File: src/rtl/alu_arbiter.sv
// Round-robin arbiter and sequencer sharing a single 16-bit ALU among NREQ requesters.
// An in-order tag FIFO records who issued each in-flight op so results return to their owner.
module alu_arbiter #(
  parameter int NREQ  = 4,
  parameter int DEPTH = 4
) (
  input  logic                clk,
  input  logic                rst_n,
  input  logic [NREQ-1:0]     req_valid,
  output logic [NREQ-1:0]     req_ready,
  input  logic [3*NREQ-1:0]   req_func,
  input  logic [16*NREQ-1:0]  req_a,
  input  logic [16*NREQ-1:0]  req_b,
  output logic                alu_en_in,
  output logic [2:0]          alu_func,
  output logic [15:0]         alu_a,
  output logic [15:0]         alu_b,
  input  logic                alu_en_out,
  input  logic [15:0]         alu_out,
  output logic [NREQ-1:0]     rsp_valid,
  output logic [15:0]         rsp_data,
  output logic                busy,
  output logic                err
);

  localparam int DATA_W = 16;
  localparam int FUNC_W = 3;
  localparam int PW     = (NREQ > 1) ? $clog2(NREQ) : 1;
  localparam int AW     = $clog2(DEPTH);
  localparam int CW     = $clog2(DEPTH) + 1;

  function automatic logic [PW-1:0] wrap_inc(input logic [PW-1:0] idx);
    if (int'(idx) == NREQ - 1) begin
      return '0;
    end
    return idx + 1'b1;
  endfunction

  function automatic logic [NREQ-1:0] onehot(input logic [PW-1:0] idx);
    logic [NREQ-1:0] v;
    v      = '0;
    v[idx] = 1'b1;
    return v;
  endfunction

  // Control state
  logic [PW-1:0]     ptr_q, ptr_d;
  logic [CW-1:0]     count_q, count_d;
  logic [AW-1:0]     wr_ptr_q, wr_ptr_d;
  logic [AW-1:0]     rd_ptr_q, rd_ptr_d;
  logic              en_q, en_d;
  logic [NREQ-1:0]   rsp_valid_q, rsp_valid_d;
  logic              busy_q, busy_d;
  logic              err_q, err_d;

  // Datapath state
  logic [FUNC_W-1:0] func_q, func_d;
  logic [DATA_W-1:0] a_q, a_d;
  logic [DATA_W-1:0] b_q, b_d;
  logic [DATA_W-1:0] rsp_data_q, rsp_data_d;
  logic [PW-1:0]     tag_q [DEPTH];

  logic              found;
  logic [PW-1:0]     win_idx;
  logic [PW-1:0]     scan;
  logic [FUNC_W-1:0] win_func;
  logic [DATA_W-1:0] win_a;
  logic [DATA_W-1:0] win_b;
  logic              has_room;
  logic              grant;
  logic              fifo_empty;
  logic              pop;
  logic [PW-1:0]     head_tag;

  // Rotating scan starting at ptr; first valid requester wins.
  always_comb begin
    found   = 1'b0;
    win_idx = '0;
    scan    = ptr_q;
    for (int k = 0; k < NREQ; k++) begin
      if (!found && req_valid[scan]) begin
        found   = 1'b1;
        win_idx = scan;
      end
      scan = wrap_inc(scan);
    end
  end

  always_comb begin
    win_func = '0;
    win_a    = '0;
    win_b    = '0;
    for (int i = 0; i < NREQ; i++) begin
      if (win_idx == PW'(i)) begin
        win_func = req_func[FUNC_W*i +: FUNC_W];
        win_a    = req_a[DATA_W*i +: DATA_W];
        win_b    = req_b[DATA_W*i +: DATA_W];
      end
    end
  end

  // A full FIFO blocks grants even when a pop lands in the same cycle.
  assign has_room   = (count_q < CW'(DEPTH));
  assign grant      = rst_n && found && has_room;
  assign req_ready  = grant ? onehot(win_idx) : '0;

  assign fifo_empty = (count_q == '0);
  assign pop        = alu_en_out && !fifo_empty;
  assign head_tag   = tag_q[rd_ptr_q];

  always_comb begin
    ptr_d       = ptr_q;
    count_d     = count_q + CW'(grant) - CW'(pop);
    wr_ptr_d    = wr_ptr_q;
    rd_ptr_d    = rd_ptr_q;
    en_d        = grant;
    func_d      = func_q;
    a_d         = a_q;
    b_d         = b_q;
    rsp_valid_d = '0;
    rsp_data_d  = rsp_data_q;
    err_d       = err_q || (alu_en_out && fifo_empty);
    if (grant) begin
      ptr_d    = wrap_inc(win_idx);
      wr_ptr_d = wr_ptr_q + 1'b1;
      func_d   = win_func;
      a_d      = win_a;
      b_d      = win_b;
    end
    if (pop) begin
      rd_ptr_d    = rd_ptr_q + 1'b1;
      rsp_valid_d = onehot(head_tag);
      rsp_data_d  = alu_out;
    end
    busy_d = (count_d != '0) || grant;
  end

  // Issue / return stage registers
  always_ff @(posedge clk or negedge rst_n) begin
    if (!rst_n) begin
      ptr_q       <= '0;
      count_q     <= '0;
      wr_ptr_q    <= '0;
      rd_ptr_q    <= '0;
      en_q        <= 1'b0;
      rsp_valid_q <= '0;
      busy_q      <= 1'b0;
      err_q       <= 1'b0;
      func_q      <= '0;
      a_q         <= '0;
      b_q         <= '0;
      rsp_data_q  <= '0;
    end else begin
      ptr_q       <= ptr_d;
      count_q     <= count_d;
      wr_ptr_q    <= wr_ptr_d;
      rd_ptr_q    <= rd_ptr_d;
      en_q        <= en_d;
      rsp_valid_q <= rsp_valid_d;
      busy_q      <= busy_d;
      err_q       <= err_d;
      func_q      <= func_d;
      a_q         <= a_d;
      b_q         <= b_d;
      rsp_data_q  <= rsp_data_d;
    end
  end

  // Tag storage needs no reset: occupancy is tracked by count and the pointers.
  always_ff @(posedge clk) begin
    if (grant) begin
      tag_q[wr_ptr_q] <= win_idx;
    end
  end

  assign alu_en_in = en_q;
  assign alu_func  = func_q;
  assign alu_a     = a_q;
  assign alu_b     = b_q;
  assign rsp_valid = rsp_valid_q;
  assign rsp_data  = rsp_data_q;
  assign busy      = busy_q;
  assign err       = err_q;

endmodule

File: config.mk
export PLATFORM = sky130hd
export DESIGN_NAME = alu_arbiter
export DESIGN_NICKNAME = d
export VERILOG_FILES = /design/src/rtl/alu_arbiter.sv
export SDC_FILE = /design/constraint.sdc
export NUM_CORES = 1
export LEC_CHECK = 0
export BUFFER_PORTS_ARGS = -buffer_cell sky130_fd_sc_hd__buf_2
export CAP_MARGIN = 30
export CORE_ASPECT_RATIO = 1.2
export CORE_UTILIZATION = 46
export CTS_CLUSTER_SIZE = 8
export DETAILED_ROUTE_END_ITERATION = 8
export GPL_TIMING_DRIVEN = 0
export HOLD_SLACK_MARGIN = 0.08
export PLACE_DENSITY = 0.81
export SLEW_MARGIN = 20
export SYNTH_ARGS = -nofsm -noshare
export SYNTH_HDL_FRONTEND = slang
export SYNTH_SLANG_ARGS = --single-unit
File: constraint.sdc
create_clock -name clk -period 5 [get_ports clk]
set_input_delay 1 -clock clk [delete_from_list [all_inputs] [get_ports clk]]
set_output_delay 1 -clock clk [all_outputs]
set_load 0.03 [all_outputs]
== Yosys cells after proc, flatten, opt, wreduce, memory -nomap -nowiden ==
Memories as Yosys holds them, arrays and structs flattened.
Index checks and enable logic that the tools add are counted.
Widths: inputs -> output; s select.
Storage, ports and cells
  logic and storage cells: 104
  register bits after elaboration: 67
  latch bits: 0
  bits of input ports: 163
  memories kept: 1
  ROM bits: 0
  RAM bits: 8
Cells by class
  add/sub/neg operators: 8
  multiply operators: 0
  muxes and demuxes: 49
  equality and inequality tests: 7
  shifts and indexed selects: 0
  bitwise operators: 0
  magnitude comparators: 9
  div/mod/pow operators: 0
  reductions and logical operators: 18
Memory list
  tag_q: depth 4, bits a word 2, read ports 1, clocked after memory_dff 0, write ports 1, line 61  | logic [PW-1:0] tag_q [DEPTH];
Operator list (number)
  $mux 16: 8
  $mux 2: 12
  $lt 2x3->1 const B: 6
  $mux 1: 17
  $add 2x1->2 const B: 6
  $mux 3: 4
  $eq 2x1->1 const B: 5
  $logic_and 1x1->1: 9
  $bmux 1 s2: 4
  $mux 4: 2
  $demux 1 s2: 2
  $eq 2x2->1 const B: 2
  $ge 2x1->1 const B: 2
  $logic_not 1->1: 4
  $add 3x1->3: 1
  $logic_not 3->1: 1
  $lt 3x3->1 const B: 1
  $reduce_bool 3->1: 1
  $sub 3x1->3: 1
  $logic_not 2->1: 1
  $logic_or 1x1->1: 2

== Logic depth before layout (Yosys ltp) ==
  word-level depth: 19
  mapped depth: 14

== Least setup slack after synthesis ==
OpenSTA, ideal clock, no wires.
  path type: input to output
  start point: input req_valid[2]
  end point: output req_ready[2]
  cell stages on the path: 10
  data arrival time: 3278 ps
  buffers on the path: 3
  setup slack: 722 ps
  required time: 4000 ps
  cells stage by stage: clkbuf_2 mux4_2 nor2_2 o21ai_0 o221ai_1 o31a_1 ha_1 clkbuf_1 clkbuf_1 and2_1
On the way
  longest elaborated chain between the ends: 17
  elaborated cells between the ends (all ways): 30
  those cells by class: 2 x order compare; 19 x mux; 9 x reduce/logical
RTL lines
  start, declared: line 9  | input logic [NREQ-1:0] req_valid,
  $bmux 1 s2: line 81  | if (!found && req_valid[scan]) begin
  $mux 1 (implied by the code): line 81
  $mux 1: line 81
  $logic_not 1->1: line 81
  $logic_and 1x1->1: line 81
  $mux 1: line 81
  $logic_not 1->1: line 81
  $logic_and 1x1->1: line 81
  [2 not listed]
  $logic_and 1x1->1: line 81
  $mux 2 *: line 81
  named net win_idx[1]: line 64  | logic [PW-1:0] win_idx;
  $lt 2x3->1 (implied by the code) / $ge 2x1->1 (equally long branches): line 42  | v[idx] = 1'b1;
  $logic_and 1x1->1 (implied by the code): line 42
  $mux 1 (implied by the code): line 42
  $demux 1 s2 *: line 42
  $mux 4 *: line 105  | assign req_ready = grant ? onehot(win_idx) : '0;
  end, declared: line 10  | output logic [NREQ-1:0] req_ready,
Mark *: on every way through the listed nets, which the timed path passes. The rest lies on a longest branch. The select of a mux whose other input is x is not followed.

== Final worst setup path ==
Ends and elaborated chain as after synthesis.

==> run_results.csv <==
group,metric,value,unit
outcome,outcome,"completed",
clock_tree,clkTransAtPathRegs,0.09,ns
worst_setup_path,cp-start-kind,"input pin",
final_layout,multi_input_area,2290,sq um
timing,final-max-slew-violation-count,0,
worst_setup_path,end_kind,"primary output",
clock_tree,cts_max_path_buffers,2,
floorplanning,fp.dieW,91.6,um
synth,synth_edf_count,8,
synth,ys_seq_area_share,43.3,%
clock_tree,postCtsSetupBuffers,0,
final_layout,fillers,758,
route,dr.first_iter.drc_count,265,
floorplanning,fp.dieH,110,um
route,totalWireLength,14.0,mm
clock_tree,clock_sinks,75,
global_route,grt_usage,28.4,%
synth,syn_area,4430,sq um
timing,rsz0062_at_grt,"no",
global_route,grt_start_max_net_pins,42,
clock_tree,insertion_delay,0.35,ns
synth,synth.distinct_cells,50,
place,hpwl,11.3,mm
timing,skew,0.00999,ns
final_layout,design_area,5990,sq um
hold_path,hold_class,"reg -> reg",
timing,min_period,4.75,ns
synth,avgSynthCellArea,10.1,sq um
power_and_ir_drop,power.density,854,nW/um^2
worst_setup_path,crit_arrival,3.75,ns
clock_tree,cts_max_level,3,
synth,synthArstFlopShare,89.3,%
global_route,grt-ovfl-total,0,
route,wl_per_cell,17.5,um
clock_tree,cts_tree,"yes",
clock_tree,cts-buffers-inserted,9,
timing,finalSetupViolCount,0,
timing,fmax,0.210,GHz
final_layout,final_cell_mix,"225 x buf_2, 92 x nand2_1, 67 x dfrtp_1",
worst_setup_path,crit_required,4.00,ns
global_route,grt_antenna_before_repair,0,
timing,hold_violations,0,
global_route,busiest_layer,"met2",
power_and_ir_drop,leakagePower,2.98,nW
synth,ys.flop_type,"dfrtp_1",
timing,worstMarginPinSlew,0.544,ns
route,via_per_inst,5.50,
route,dr.pass1.iters,4,
final_layout,syn2layout_area_growth,35.2,%
floorplanning,io_pins,225,
place,placement.cell_area,5720,sq um
place,port_buffers,223,
global_route,grt_pass1_wl,21.5,mm
worst_setup_path,reg2reg_depth,13,
place,dp_slack,0.0707,ns
final_layout,layout_commonest_cell,"buf_2",
final_layout,layout-drive-gt1-share,44.2,%
final_layout,final_cells,801,
synth,synth_fp_nets,614,
floorplanning,coreArea,9180,sq um
global_route,grt_use_met3,5.05,%
synth,yosysWarnings,0,
synth,synth_seq_cells,75,
synth,synth_cells,439,
final_layout,fin_nets,849,
route,dr_total_vias,4407,
final_layout,regArea,1920,sq um
floorplanning,row_count,38,
route,drc,0,
clock_tree,root_buffer,"clkbuf_8",
timing,timing.final.crit_share,95.1,%
floorplanning,die-area,10000,sq um
route,ant_nets,0,
power_and_ir_drop,peakVddDrop,0.539,mV
flow_run,max_cap_violations,0,
worst_setup_path,worstPathMaxFanout,10,
timing,tns,0,ns
timing,slew_headroom,63.4,%
global_route,grtUsageMet2,48.8,%
timing,setup_ws,0.247,ns
global_route,grt_pass1_vias,4296,
place,gp_congestion,0.938,
hold_path,holdPathStages,2,
floorplanning,start_util,48.3,%
place,placedCellCount,783,
global_route,met1_usage,36.0,%
worst_setup_path,critPathKind,"in -> out",
==> per-stage QoR <==
stage	util [%]	hold slack, ns	power (W)
final	65.3	0.472	0.00512
after global routing	65.2	0.492	0.00549
after detailed placement	62.3	0.460	0.00450
after floorplan	-	0.479	0.00355
after global placement	62.1	0.438	0.00440
after CTS	65.2	0.479	0.00510
==> critical path, cell delays in order <==
cell and delay (ns):
clkbuf_2 0.17, mux4_2 0.51, nor2_2 0.15, o21ai_0 0.18, o221ai_1 0.24, o31a_1 0.32
ha_1 0.20, clkbuf_1 0.30, clkbuf_2 0.31, and2_1 0.15, buf_2 0.21
==> registers in the layout, indices dropped and copies added, names as in the netlist <==
signal / flops
alu_a: 16
alu_b: 16
alu_en_in: 1
alu_func: 3
busy: 1
count_q: 3
err: 1
ptr_q: 2
rd_ptr_q: 2
rsp_data: 16
rsp_valid: 4
tag_q: 8
wr_ptr_q: 2
==> timing repair <==
item / 4_1_cts / 5_1_grt
hold endpoints to repair: 0 / 0
hold buffers: 0 / 0
resized for setup: 1 / 8
setup endpoints to repair: 1 / 3
pin swaps: 0 / 0
==> report_power, final <==
part           internal [W]  leakage, nW  total (W)  switching [W]
clock network      0.000364        0.129   0.000592       0.000228
registers          0.000901        0.896    0.00104       0.000140
logic               0.00140         1.95    0.00348        0.00209
==> logic make-up (layout without fill, tap and decap cells) <==
family | Yosys count | in the layout | share of synthesized area [%]
DFF | 75 | 75 | 43.3
and+or+nand+nor | 156 | 156 | 16.9
buffers and inverters | 49 | 289 | 5.17
xor gates and xnor gates | 5 | 5 | 0.988
muxes | 47 | 47 | 13.4
other | 0 | 2 | 0
adders and majority gates | 12 | 12 | 3.56
AOI/OAI and AO/OA | 95 | 95 | 16.7
==> worst paths after layout <==
kind | startpoint | to | slack [ns]
worst max-delay path | req_valid[2] | req_ready[2] | 0.25
worst min-delay path | rsp_data[4] | rsp_data[4] | 0.47
worst max register to register | ptr_q[0] | alu_a[12] | 0.83
worst min register to register | rsp_data[4] | rsp_data[4] | 0.47
max in group asynchronous | rst_n | alu_a[13] | 3.88
min in group asynchronous | rst_n | rsp_data[14] | 0.57
==> metal layers <==
metal  vias to the layer above  share of wire, %
li1                       2051                 -
met2                       231                49
met3                        21               8.2
met5                         -                 0
met4                         0               1.7
met1                      2104                41
==> cell type report <==
cell class | count | area share (%)
Multi-Input combinational cell | 315 | 38.2
Buffer | 37 | 3.15
Tap cell | 120 | 2.51
Inverter | 12 | 0.752
Clock buffer | 11 | 2.55
Clock inverter | 5 | 1.80
Sequential cell | 75 | 32.0
Antenna cell | 2 | 0.0835
Timing Repair Buffer | 224 | 19.0
==> cells in the mapped netlist (2+ instances only) <==
| cell | n | share of area [%] |
|---|---|---|
| nor2_1 | 5 | 0.42 |
| clkbuf_1 | 25 | 2.1 |
| mux4_2 | 3 | 1.5 |
| o21ai_0 | 7 | 0.79 |
| nand2b_1 | 3 | 0.42 |
| nor3_1 | 3 | 0.34 |
| o31ai_1 | 35 | 5.9 |
| and2_1 | 8 | 1.1 |
| inv_1 | 11 | 0.93 |
| buf_6 | 2 | 0.51 |
| nor2b_1 | 35 | 4.9 |
| buf_4 | 3 | 0.51 |
| mux2_4 | 10 | 3.4 |
| nand2_1 | 92 | 7.8 |
| ha_1 | 11 | 3.1 |
| xnor2_1 | 4 | 0.79 |
| a21oi_1 | 6 | 0.68 |
| mux2_2 | 29 | 7.4 |
| o32ai_1 | 2 | 0.40 |
| edfxtp_1 | 8 | 5.4 |
| buf_1 | 4 | 0.34 |
| mux2i_1 | 5 | 1.1 |
| dfrtp_1 | 67 | 38 |
| a221oi_1 | 35 | 6.9 |
Power figures use the tool's default switching activity.
